$ cat src/rtl/spike_wave_sequencer.sv
// Spike wave sequencer: runs one STDP time wave from 0 to PERIOD and turns
// latched per-channel spike times into level spikes and first-rise pulses.
module spike_wave_sequencer #(
  parameter int LOG_TIME_PERIOD = 3,
  parameter int N_INPUTS        = 4
) (
  input  logic                                  clk,
  input  logic                                  rst_l,
  input  logic                                  start,
  input  logic [N_INPUTS*LOG_TIME_PERIOD-1:0]   in_times,
  input  logic [N_INPUTS-1:0]                   in_silent,
  input  logic                                  step_en,
  input  logic                                  abort,
  output logic                                  ready,
  output logic                                  busy,
  output logic [LOG_TIME_PERIOD:0]              time_val,
  output logic [N_INPUTS-1:0]                   spike_out,
  output logic [N_INPUTS-1:0]                   spike_edge,
  output logic                                  wave_done
);

  localparam int L = LOG_TIME_PERIOD;
  localparam logic [L:0] PERIOD    = {1'b1, {L{1'b0}}};
  localparam logic [L:0] LAST_STEP = PERIOD - {{L{1'b0}}, 1'b1};

  typedef enum logic [1:0] {
    IDLE,
    RUN,
    GAMMA
  } state_t;

  state_t                    state_q, state_d;
  logic [L:0]                time_q, time_d;
  logic [N_INPUTS*L-1:0]     times_q, times_d;
  logic [N_INPUTS-1:0]       silent_q, silent_d;
  logic [N_INPUTS-1:0]       prev_q, prev_d;

  // Level spike rule: a live, non-silent channel fires once the wave time reaches its spike time
  always_comb begin
    spike_out = '0;
    for (int i = 0; i < N_INPUTS; i++) begin
      spike_out[i] = (state_q != IDLE) && !silent_q[i] &&
                     ({1'b0, times_q[i*L +: L]} <= time_q);
    end
  end

  assign spike_edge = spike_out & ~prev_q;
  assign ready      = (state_q == IDLE);
  assign busy       = (state_q != IDLE);
  assign time_val   = time_q;
  // An abort during the gamma cycle cancels the completion pulse
  assign wave_done  = (state_q == GAMMA) && !abort;

  // Next-state logic: wave accept, time stepping, gamma cycle and abort handling
  always_comb begin
    state_d  = state_q;
    time_d   = time_q;
    times_d  = times_q;
    silent_d = silent_q;
    prev_d   = spike_out;
    case (state_q)
      IDLE: begin
        time_d = '0;
        if (start && !abort) begin
          times_d  = in_times;
          silent_d = in_silent;
          prev_d   = '0;
          state_d  = RUN;
        end
      end
      RUN: begin
        if (abort) begin
          state_d = IDLE;
          time_d  = '0;
          prev_d  = '0;
        end else if (step_en) begin
          time_d = time_q + {{L{1'b0}}, 1'b1};
          if (time_q == LAST_STEP) begin
            state_d = GAMMA;
          end
        end
      end
      GAMMA: begin
        state_d = IDLE;
        time_d  = '0;
        prev_d  = '0;
      end
      default: begin
        state_d = IDLE;
        time_d  = '0;
        prev_d  = '0;
      end
    endcase
  end

  // State registers with asynchronous active-low reset
  always_ff @(posedge clk or negedge rst_l) begin
    if (!rst_l) begin
      state_q  <= IDLE;
      time_q   <= '0;
      times_q  <= '0;
      silent_q <= '0;
      prev_q   <= '0;
    end else begin
      state_q  <= state_d;
      time_q   <= time_d;
      times_q  <= times_d;
      silent_q <= silent_d;
      prev_q   <= prev_d;
    end
  end

endmodule

$ cat config.mk
export PLATFORM = sky130hd
export DESIGN_NAME = spike_wave_sequencer
export DESIGN_NICKNAME = d
export VERILOG_FILES = /design/src/rtl/spike_wave_sequencer.sv
export SDC_FILE = /design/constraint.sdc
export NUM_CORES = 1
export LEC_CHECK = 0
export ABC_CLOCK_PERIOD_IN_PS = 1450
export BUFFER_PORTS_ARGS = -buffer_cell sky130_fd_sc_hd__buf_4
export CORE_MARGIN = 2
export CORE_UTILIZATION = 46
export CTS_CLUSTER_DIAMETER = 150
export DETAILED_ROUTE_END_ITERATION = 8
export PLACE_DENSITY = 0.81
export SETUP_SLACK_MARGIN = 0.5
export SLEW_MARGIN = 15
export SYNTH_ARGS = -nofsm -noshare
export SYNTH_HDL_FRONTEND = slang
export SYNTH_SLANG_ARGS = --single-unit
$ cat constraint.sdc
create_clock -name clk -period 1.45 [get_ports clk]
set_input_delay 0.0725 -clock clk [delete_from_list [all_inputs] [get_ports clk]]
set_output_delay 0.0725 -clock clk [all_outputs]
set_load 0.005 [all_outputs]
==> impl_results.md <==
- Clock transition at path regs: around 150 ps
- Setup WS post-layout: -500 ps
- Final Max Tran Viols: 0
- CP max stage cell: dfrtp_1
- WL met2: 2900 um
- Slew headroom: 0.764
- Die width: 58.6 um
- Mapped Nets: around 160
- Synth area leaders: dfrtp_1 48%, ha_1 12%, mux2_2 9.9%, nor2_1 4.7%, or3_1 3.2%
- Placer congestion estimate: 0.756
- PD cells: 953 nW/um2
- Slew @ Worst Pin: roughly 350 ps
- Fmax: between 500 and 600 MHz
- Initial Utilization: 0.492
- Final hold viol count: 0
- Asr flop ratio synth: 1.00
- Clk root buf: clkbuf_4
- HP Class: in -> reg
- Vias per cell: between 5 and 6
- Dpl cell area: between 1500 and 2000 um2
- Setup TNS: -5930 ps
- Final instance area: roughly 2600 um2
- DR WL/cell: 23.2 um
- Final setup viols: 28
- Unrepaired setup endpoints after global routing: true
- Port bufs: 35
- Pin count of the biggest net entering global routing: 27
- Failing checks: negative setup slack
- Clock Latency Late Sink: 350 ps
- Die area: ~3400 um2
- Routed met3 length: 287 um
- Detailed Route WL: roughly 5600 um
- Family with the most delay on the worst path: flip-flops
- Arr. time, crit path: about 1900 ps
- Count of cell types in the netlist: 24
- Vias in the first global route: approximately 1300
- Num Clock Sinks: 26
- Syn. warnings: 0
- HP Start: step_en
- Area share of the largest cell type after synthesis: 0.475
- Worst path bufs/invs: 2
- Register area share after synthesis: 0.475
- H-tree Lvls: 1
- Worst setup path endpoint: spike_out[0]
- Dominant cell type by area after synthesis: dfrtp_1
- DR vias: around 1400
- DRC violations left: 0
- All-Layer GR Usage: 0.250
- Leakage: 1.13 nW
- Peak supply drop: 0.00103 V
- Reg2reg path depth: 5
- Routed met1 length: 2190 um
- Outcome: complete, but fails checks
- Critical Path Start: time_val[2]
- Top cell by count, worst path: nor2_1
- Post-Syn Area: between 1000 and 1500 um2
- Initial antenna violation count: 0
- Cell with the most instances after synthesis: dfrtp_1
- Diode count: 0
- Synth Register Bits: 26
- Crit. path cell count: 6
- # rows: 19
- DR pass1 iterations: 4
- # nets final: approximately 240
- Post-synth EDFFs: 0
- Maxcap violations: 0
- Setup crit end kind: output port
- Worst Path Max Fanout: 5
- Reg2Reg Launch Point: state_q[1]
- Die height: just under 60 um
- Clock tree from TritonCTS: done
- Dpl hpwl: 2430 um
- RR Endpoint: silent_q[2]
- Core area: 2780 um2
- Average size of a mapped cell: around 11 um2
- Cts bufs inserted: 3
- Data required time of the worst path: around 1400 ps
- Post-route ant nets: 0
- CTS Buffer Depth: 2
- Fin crit share: 1.34
- Total gr overflow: 0
- Crit path kind: reg -> out
- DRT iter0 DRCs: between 90 and 100
- Commonest cells in the netlist: 26 x dfrtp_1, 17 x nor2_1, 13 x ha_1
- Area Overhead vs Synth: 88.9%
- Clock Skews: 9.99 ps
- DR top layer: met4
- Top-level I/O count: 36
- CP max stage delay: 440 ps
- Prevailing post-synth register cell: dfrtp_1
- Post-synthesis cell count: 127
- Startpoint Class: flip-flop
- R2r setup slk: -230 ps
- Layout cell share with drive strength beyond 1: 0.649
- Minimum clock period: between 1500 and 2000 ps
- Global-route wire length before repair: about 6300 um
- Crit path cell chain: inv_2 -> ha_1 -> nor2_1 -> nor2_1 -> a211oi_2 -> buf_4
[layout make-up]
| type | instances | area [um2] |
|---|---|---|
| Timing Repair Buffer | 82 | 782 |
| Multi-Input combinational cell | 89 | 1050 |
| Sequential cell | 26 | 653 |
| Tap cell | 31 | 38.8 |
| Clock buffer | 4 | 36.3 |
| Fill cell | 89 | 195 |
| Inverter | 7 | 28.8 |
[worst min-delay path by stage]
stage	end	slack [ps]	cells past startpoint
6_report	state_q[1]	40	3
4_1_cts	time_val[0]	30	3
5_1_grt	state_q[1]	30	3
2_1_floorplan	prev_q[0]	-220	0
3_5_place_dp	times_q[10]	0.6	1
3_3_place_gp	times_q[9]	-6	1
[cell families after synthesis]
group | Yosys count | synth area share
multiplexers | 13 | 0.106
flip-flops | 26 | 0.475
XOR/XNOR | 3 | 0.0192
buffers and inverters | 12 | 0.0357
adder cells (fa/ha/maj) | 13 | 0.119
AO/OA/AOI/OAI | 21 | 0.0987
AND/OR/NAND/NOR | 39 | 0.146
[power by group]
part | internal, mW | switching [mW] | leakage [nW] | total (mW)
clock | 0.155 | 0.244 | 0.0210 | 0.399
combinational | 0.624 | 0.509 | 0.786 | 1.13
sequential | 0.828 | 0.106 | 0.325 | 0.934
total | 1.61 | 0.859 | 1.13 | 2.47
[timing repair]
action / CTS / global route
setup endpoints to repair: 41 / 41
endpoints found under the hold margin: 42 / 0
resized for setup: 36 / 32
cloned: 0 / 3
setup buffers: 11 / 10
hold buffers: 17 / 0
pin swaps: 8 / 6
[tightest hold or removal path, cell delays in order]
cell     delay (ps)
buf_4           140
nand2_4         110
nor4_4           50
[flip-flops by register name, indices dropped and copies added (netlist names)]
name / flops
prev_q: 4
silent_q: 4
state_q: 2
time_val: 4
times_q: 12
[per-layer routing]
metal | global-route usage | up-vias
li1 | - | 613
met1 | 0.284 | 699
met2 | 0.453 | 81
met3 | 0.0330 | 19
met4 | 0.130 | 0
met5 | 0 | -
[stage by stage]
step / hold slack (ps) / power [mW] / cells / util / setup WS [ps]
2_1_floorplan: -223 / 1.35 / 127 / - / 80.3
3_3_place_gp: -6.23 / 1.53 / 194 / 0.656 / 2.52
3_5_place_dp: 0.587 / 1.58 / 194 / 0.656 / -31.5
4_1_cts: 34.6 / 2.22 / 226 / 0.826 / -357
5_1_grt: 27.9 / 2.55 / 239 / 0.930 / -536
6_report: 37.4 / 2.47 / 239 / 0.930 / -500
[cell usage in the layout, fill, tap and decap left out, types with 4 or more instances in the layout]
| cell type | synthesis | layout |
|---|---|---|
| a211oi_2 | 0 | 5 |
| a21oi_2 | 0 | 4 |
| buf_4 | 0 | 44 |
| buf_6 | 0 | 17 |
| dfrtp_1 | 26 | 24 |
| dlygate4sd3_1 | 0 | 17 |
| ha_4 | 0 | 9 |
| inv_1 | 7 | 4 |
| mux2_4 | 0 | 12 |
| nand2_2 | 0 | 4 |
| nor2_1 | 17 | 7 |
| nor2_2 | 0 | 9 |
| or3_1 | 7 | 7 |
No activity file was read; power rests on OpenSTA's default activity.
